**config.mk**
```make
export PLATFORM = sky130hd
export DESIGN_NAME = alu_issue
export DESIGN_NICKNAME = d
export VERILOG_FILES = /design/src/rtl/alu_issue.sv
export SDC_FILE = /design/constraint.sdc
export NUM_CORES = 1
export LEC_CHECK = 0
export CAP_MARGIN = 20
export CORE_UTILIZATION = 50
export DETAILED_ROUTE_END_ITERATION = 6
export PLACE_DENSITY = 0.67
export SYNTH_ARGS = -nofsm -noshare
export SYNTH_HDL_FRONTEND = slang
export SYNTH_SLANG_ARGS = --single-unit
```
**constraint.sdc**
```tcl
create_clock -name clk -period 3.85 [get_ports clk]
set_input_delay 0.5775 -clock clk [delete_from_list [all_inputs] [get_ports clk]]
set_output_delay 0.5775 -clock clk [all_outputs]
set_load 0.1 [all_outputs]
```
**src/rtl/alu_issue.sv**
```systemverilog
// -----------------------------------------------------------------------------
// alu_issue
// Issue/write-back controller for a shared combinational ALU.
// Instructions arrive over a valid/ready handshake and are decoded. Operands
// come from an internal 16-entry register file (r0 always reads as zero). The
// block presents registered operands/op to the ALU and captures alu_out. The
// captured result is written back to rd and reported on the res_* pulse.
//
// Configuration macro: MUL_EN
//   defined   : MUL (op 7) is held for MUL_LAT cycles, then written back.
//   undefined : an accepted MUL pulses illegal in the cycle after accept.
//               It writes nothing and returns to IDLE after one EXEC cycle.
//
// Parameters
//   DSIZE    datapath width (ALU operand width)
//   MUL_LAT  cycles a MUL is held before capture (>= 1)
//
// Ports
//   clk, rst_n                    clock, asynchronous active-low reset
//   instr_valid/ready/data        instruction handshake
//                                 data = {opc, rd, rs1, rs2/imm4}
//   alu_a, alu_b, alu_op          registered ALU operands and op code
//   alu_out                       ALU result (combinational from alu_a/b/op)
//   res_valid, res_rd, res_data   one-cycle write-back report
//   illegal                       one-cycle pulse on a rejected MUL
//   dbg_addr, dbg_data            combinational register-file debug read
// -----------------------------------------------------------------------------
module alu_issue #(
  parameter int DSIZE   = 16,
  parameter int MUL_LAT = 2
) (
  input  logic             clk,
  input  logic             rst_n,
  input  logic             instr_valid,
  output logic             instr_ready,
  input  logic [15:0]      instr_data,
  output logic [DSIZE-1:0] alu_a,
  output logic [DSIZE-1:0] alu_b,
  output logic [2:0]       alu_op,
  input  logic [DSIZE-1:0] alu_out,
  output logic             res_valid,
  output logic [3:0]       res_rd,
  output logic [DSIZE-1:0] res_data,
  output logic             illegal,
  input  logic [3:0]       dbg_addr,
  output logic [DSIZE-1:0] dbg_data
);

  localparam int CW = (MUL_LAT > 1) ? $clog2(MUL_LAT) : 1;

  localparam logic [2:0] OP_ADD = 3'd0;
  localparam logic [2:0] OP_MUL = 3'd7;

  typedef enum logic [0:0] {
    S_IDLE = 1'b0,
    S_EXEC = 1'b1
  } state_e;

  state_e           state_q, state_d;
  logic             ready_q, ready_d;
  logic [CW-1:0]    cnt_q, cnt_d;
  logic [3:0]       rd_q, rd_d;
  logic [DSIZE-1:0] alu_a_q, alu_a_d;
  logic [DSIZE-1:0] alu_b_q, alu_b_d;
  logic [2:0]       alu_op_q, alu_op_d;
  logic             res_valid_q, res_valid_d;
  logic [3:0]       res_rd_q, res_rd_d;
  logic [DSIZE-1:0] res_data_q, res_data_d;
  logic             illegal_q, illegal_d;
  logic [DSIZE-1:0] regs_q [16];
  logic [DSIZE-1:0] regs_d [16];

  logic [3:0] opc_s, rd_s, rs1_s, rs2_s;

  assign opc_s = instr_data[15:12];
  assign rd_s  = instr_data[11:8];
  assign rs1_s = instr_data[7:4];
  assign rs2_s = instr_data[3:0];

  // Next-state logic for the issue FSM, operand latches, write-back and regfile.
  always_comb begin
    state_d     = state_q;
    cnt_d       = cnt_q;
    rd_d        = rd_q;
    alu_a_d     = alu_a_q;
    alu_b_d     = alu_b_q;
    alu_op_d    = alu_op_q;
    res_valid_d = 1'b0;
    res_rd_d    = res_rd_q;
    res_data_d  = res_data_q;
    illegal_d   = 1'b0;
    regs_d      = regs_q;

    case (state_q)
      S_IDLE: begin
        // instr_ready is high throughout IDLE, so valid alone means accept.
        if (instr_valid) begin
          // regs_q[0] is never written, so indexing it yields zero for r0.
          alu_a_d = regs_q[rs1_s];
          if (opc_s[3]) begin
            alu_b_d = {{(DSIZE-4){1'b0}}, rs2_s};
          end else begin
            alu_b_d = regs_q[rs2_s];
          end
          alu_op_d = opc_s[2:0];
          rd_d     = rd_s;
          state_d  = S_EXEC;
`ifdef MUL_EN
          if (opc_s[2:0] == OP_MUL) begin
            cnt_d = CW'(MUL_LAT - 1);
          end else begin
            cnt_d = {CW{1'b0}};
          end
`else
          cnt_d     = {CW{1'b0}};
          illegal_d = (opc_s[2:0] == OP_MUL);
`endif
        end else begin
          state_d = S_IDLE;
        end
      end
      S_EXEC: begin
        if (cnt_q != {CW{1'b0}}) begin
          cnt_d = cnt_q - CW'(1);
        end else begin
          state_d = S_IDLE;
`ifdef MUL_EN
          res_valid_d = 1'b1;
`else
          // A rejected MUL just drains through EXEC without writing.
          res_valid_d = (alu_op_q != OP_MUL);
`endif
          if (res_valid_d) begin
            res_rd_d   = rd_q;
            res_data_d = alu_out;
            if (rd_q != 4'd0) begin
              regs_d[rd_q] = alu_out;
            end else begin
              regs_d[0] = {DSIZE{1'b0}};
            end
          end else begin
            res_rd_d = res_rd_q;
          end
        end
      end
      default: begin
        state_d = S_IDLE;
      end
    endcase

    ready_d = (state_d == S_IDLE);
  end

  // State, operand, result and register-file flops.
  always_ff @(posedge clk or negedge rst_n) begin
    if (!rst_n) begin
      state_q     <= S_IDLE;
      ready_q     <= 1'b1;
      cnt_q       <= {CW{1'b0}};
      rd_q        <= 4'd0;
      alu_a_q     <= {DSIZE{1'b0}};
      alu_b_q     <= {DSIZE{1'b0}};
      alu_op_q    <= OP_ADD;
      res_valid_q <= 1'b0;
      res_rd_q    <= 4'd0;
      res_data_q  <= {DSIZE{1'b0}};
      illegal_q   <= 1'b0;
      for (int i = 0; i < 16; i++) begin
        regs_q[i] <= {DSIZE{1'b0}};
      end
    end else begin
      state_q     <= state_d;
      ready_q     <= ready_d;
      cnt_q       <= cnt_d;
      rd_q        <= rd_d;
      alu_a_q     <= alu_a_d;
      alu_b_q     <= alu_b_d;
      alu_op_q    <= alu_op_d;
      res_valid_q <= res_valid_d;
      res_rd_q    <= res_rd_d;
      res_data_q  <= res_data_d;
      illegal_q   <= illegal_d;
      regs_q      <= regs_d;
    end
  end

  assign instr_ready = ready_q;
  assign alu_a       = alu_a_q;
  assign alu_b       = alu_b_q;
  assign alu_op      = alu_op_q;
  assign res_valid   = res_valid_q;
  assign res_rd      = res_rd_q;
  assign res_data    = res_data_q;
  assign illegal     = illegal_q;
  assign dbg_data    = (dbg_addr == 4'd0) ? {DSIZE{1'b0}} : regs_q[dbg_addr];

endmodule

```
After elaboration in Yosys (flattened, before gate mapping)
Index checks and enable logic that the tools add are counted.
Storage, ports and cells
  word-level logic and storage cells: 74
  input bits: 39
  output and inout bits: 74
  register bits: 320
Cells by class
  reductions and logical operators: 6
  add/subtract/negate cells: 1
  $lt $le $gt $ge: 5
  mux-type cells: 25
  eq/ne operators: 3
  bitwise gates (word level): 7
Operator list (count)
  $bwmux W256: 1
  $bmux W16 S4: 3
  $mux W16: 10
  $demux W16 S4: 1
  $ge A5 B5 Y1 const B: 4
  $not A4 Y5: 4
  $mux W1: 8
  $lt A5 B1 Y1 const B: 1
  $logic_not A4 Y1: 1
  $pmux W1 S2: 2
  $reduce_and A4 Y1: 1
  $reduce_bool A4 Y1: 1
  $eq A3 B3 Y1 const B: 1
  $ne A3 B3 Y1 const B: 1
  $not A1 Y1: 3
  $reduce_and A3 Y1: 1
  $ne A2 B2 Y1 const B: 1
  $reduce_and A2 Y1: 1
  $logic_and A1 B1 Y1: 1
  $sub A1 B1 Y1 const B: 1

Logic depth before layout (Yosys ltp)
  depth in word-level cells: 7
  depth in mapped cells: 8
  depth with buffers taken out: 5

Least setup slack after synthesis
Ideal clock, no wire load.
  path kind: input to output
  start: in dbg_addr[0]
  end: out dbg_data[11]
  stages: 7
  required time: 3273 ps
  data arrival time: 3077 ps
  buffers on the path: 3
  path slack: 196 ps
  cell sequence: buf_6 > buf_6 > buf_12 > mux2i_1 > a221oi_1 > a22oi_1 > a21oi_1
On the way
  cells in the longest elaborated chain, start to end: 5
  elaborated cells on any way between the ends: 6
  those cells by class: mux (4); bitwise (1); reduce/logical (1)
RTL lines
  start: declaration: RTL line 45  | input logic [3:0] dbg_addr,
  $not A4 Y5 (implied by the code): RTL line 195  | assign dbg_data = (dbg_addr == 4'd0) ? {DSIZE{1'b0}} : regs_q[dbg_addr];
  $bmux W16 S4: RTL line 195
  $mux W16 (implied by the code) (2 in a row): RTL line 195
  $mux W16 (*): RTL line 195
  end: declaration: RTL line 46  | output logic [DSIZE-1:0] dbg_data
Every way passes the cells marked *; elsewhere a longest branch is shown, timed or not. The select of a mux whose other input is x is not followed.

Final worst setup path
  start: in dbg_addr[1]
  end: out dbg_data[4]
Same word-level chain as after synthesis.

==> flow_metrics.env <==
export IMPL_post_cts_resized=0
export IMPL_synth_most_common_cell="dfrtp_1"
export IMPL_ctsHtreeMaxLevel=2
export IMPL_reg2reg_slack_ps=1000
export IMPL_cts_tree="built"
export IMPL_fp_coreArea_sq_mm=0.03574
export IMPL_power_frac_comb_pct=35.7
export IMPL_die_area_sq_mm=0.03727
export IMPL_grt_use_total_pct=32.31
export IMPL_insertion_delay_ps=530
export IMPL_vias_per_cell=6.722
export IMPL_n_fill_cell=2963
export IMPL_yosys_warnings=0
export IMPL_synth_edf_count=0
export IMPL_finalSetupViolations=0
export IMPL_fin_hold_ws_ps=37.28
export IMPL_cap_violations=0
export IMPL_synth_avg_cell_area_sq_um=12.59
export IMPL_register_area_sq_mm=0.007984
export IMPL_dp_hpwl_um=37870
export IMPL_finalHoldViolations=0
export IMPL_grt_max_degree=74
export IMPL_power_net_switching_mw=5.473
export IMPL_n_antenna_cell=0
export IMPL_post_cts_buffers=0
export IMPL_critPathKind="primary input to output port"
export IMPL_async_reset_ff_share_pct=100.0
export IMPL_place_port_buffers=112
export IMPL_swShare_pct=37.43
export IMPL_die_h_um=193.1
export IMPL_ys_ff_latch=319
export IMPL_clkPwrFrac_pct=24.7
export IMPL_nets=1557
export IMPL_synth_flop_cell="dfrtp_1"
export IMPL_finClkSkew_ps=18.43
export IMPL_gp_congestion=0.9016
export IMPL_area_delta_synth_final_pct=15.98
export IMPL_ir_drop_v=0.0004692
export IMPL_die_width_um=193.1
export IMPL_yosysUniqueCellTypes=52
export IMPL_intPower_mw=9.148
export IMPL_critPathMaxFanout=23
export IMPL_timing_final_max_slew_violations=0
export IMPL_grt_pass1_vias=13900
export IMPL_rsz0062_at_grt="no"
export IMPL_relSlewSlack_pct=23.39
export IMPL_clock_path_buffers=3
export IMPL_drtIter0Drc=1227
export IMPL_drive_gt1_share_pct=30.33
export IMPL_synth_area_leaders="dfrtp_1 44%, mux2_2 15%, mux2i_1 13%, mux4_2 8.5%, a22oi_1 3.7%"
export IMPL_first_pass_iters=7
export IMPL_outcome="complete, but fails checks"
export IMPL_syn_inst=1450
export IMPL_num_vias=13470
export IMPL_drc=9
export IMPL_grt_overflow_total=0
export IMPL_min_delay_path_class="primary input to async pin"
export IMPL_routed_wl_um=58600
export IMPL_wl_per_cell_um=29.24
export IMPL_critPathCaptureType="output port"
export IMPL_cts_buffers=36
export IMPL_grt_pass1_wl_um=88180
export IMPL_worstMarginPinSlew_ps=1147
export IMPL_synth_top_area_share_pct=43.60
export IMPL_seq_area_frac_synth_pct=43.74
export IMPL_path_clk_slew_ps=50
export IMPL_antenna_found_initial=0
export IMPL_fp_row_count=69
export IMPL_synth_top_area_cell="dfrtp_1"
export IMPL_timing_final_crit_share_pct=98.23
export IMPL_cts_sinks=319
export IMPL_max_freq_mhz=264.4
export IMPL_syn_area_sq_mm=0.01825
export IMPL_place_area_sq_mm=0.01993
export IMPL_violations="DRC"
export IMPL_critPathRequiredTime_ps=3270
export IMPL_setup_worst_path_start_class="primary input"
export IMPL_setup_tns_ps=0
export IMPL_final_antenna_net_count=0
export IMPL_initial_utilization_pct=51.06
export IMPL_period_needed_ps=3782
export IMPL_powerDensity_mw_per_mm2=690.7
export IMPL_final_util_pct=59.22
export IMPL_root_buffer="clkbuf_16"
export IMPL_synthTopCellsByCount="318 x dfrtp_1, 241 x mux2_2, 238 x mux2i_1"
export IMPL_io_pins=113
export IMPL_multi_input_area_sq_mm=0.009558
export IMPL_hold_buffers=0
export IMPL_syn_nets=1489
export IMPL_cp_arrival_ps=3200
export IMPL_final_area_sq_mm=0.02117
export IMPL_total_leakage_power_nw=9.162
export IMPL_p_seq_share_pct=39.7
[cell type report]
class | count | share of cell area, %
multi-input combinational | 994 | 45.15
inverter | 3 | 0.05320
clock inverter | 8 | 0.5674
timing repair buffer | 164 | 8.523
tap | 461 | 2.725
sequential | 319 | 37.72
clock buffer | 55 | 5.261
[worst max-delay path, cell delays in order]
cell and delay (ps):
buf_2 560, nor2b_1 980, a221oi_1 340, a211oi_1 320, a21oi_1 170, buf_12 230
[state kept, by name, summed over array words and instances (netlist names), 3 cells and up]
signal    flops
alu_op        3
res_data     16
regs_q      256
res_rd        4
alu_a        16
rd_q          4
alu_b        16
[metal layers]
layer,wire length [um],vias up,global-route usage [%]
li1,-,5624,-
met1,24000,7082,42.52
met2,27750,590,51.80
met3,3906,174,5.719
met4,2942,0,15.53
met5,0,-,0
[cells in the final DEF (no fill, tap or decap), types with 3 or more instances in the layout]
cell / synthesis / layout
nor3_1: 6 / 5
dfrtp_1: 318 / 318
bufinv_16: 0 / 3
buf_4: 12 / 41
a211oi_1: 9 / 9
a221o_1: 7 / 7
clkbuf_1: 64 / 6
o21ai_0: 11 / 11
a22o_1: 7 / 7
nand4_1: 19 / 19
mux4_2: 69 / 69
nand3_2: 3 / 3
and2_1: 21 / 21
clkbuf_8: 0 / 12
nor2b_1: 9 / 7
mux2i_1: 238 / 238
nand4_4: 3 / 3
a21oi_1: 11 / 11
mux2_2: 241 / 241
a32oi_1: 11 / 11
a22oi_1: 91 / 91
nand3_1: 37 / 37
a221oi_1: 8 / 8
buf_12: 1 / 27
clkbuf_16: 0 / 37
nand2_1: 136 / 136
and3_1: 8 / 8
mux4_1: 9 / 9
nand2_2: 8 / 8
clkinv_2: 0 / 3
clkdlybuf4s50_1: 0 / 90
nor2_1: 10 / 9
[per-stage QoR]
stage / total power, mW / worst slack [ps] / instances
final: 14.62 / 68.24 / 2004
after global routing: 15.24 / 87.64 / 2004
after CTS: 14.61 / 266.0 / 2003
after detailed placement: 10.98 / 263.6 / 1940
after global placement: 10.83 / 347.9 / 1940
after floorplan: 9.341 / 195.8 / 1450
[kinds of logic (layout without fill, tap and decap cells)]
group	after synthesis	in the layout	share of synthesized area, %
AOI/OAI and AO/OA	162	162	6.677
buffers and inverters	137	230	4.052
DFF	319	319	43.74
muxes	559	559	37.93
and+or+nand+nor	273	273	7.596
[path summary, 6_finish.rpt]
check	start	to	depth (start not counted)
min	rst_n	res_data[6]$_DFFE_PN0P_	1
min in group clk	res_data[0]$_DFFE_PN0P_	res_data[0]$_DFFE_PN0P_	2
min reg2reg	res_data[0]$_DFFE_PN0P_	res_data[0]$_DFFE_PN0P_	2
max in group asynchronous	rst_n	instr_ready$_DFF_PN1_	2
max reg2reg	rd_q[0]$_DFFE_PN0P_	regs_q[230]$_DFFE_PN0P_	3
max	dbg_addr[1]	dbg_data[4]	6
[power by group through the flow]
| stage | logic (mW) | registers (mW) | clock network [mW] |
|---|---|---|---|
| 2_1_floorplan | 3.17 | 6.17 | 0 |
| 5_1_grt | 5.52 | 5.93 | 3.79 |
| 4_1_cts | 5.21 | 5.74 | 3.66 |
| 3_3_place_gp | 5.10 | 5.73 | 0 |
| 6_report | 5.21 | 5.80 | 3.61 |
| 3_5_place_dp | 5.19 | 5.79 | 0 |
Note: power is estimated with default switching activity, not from simulation.
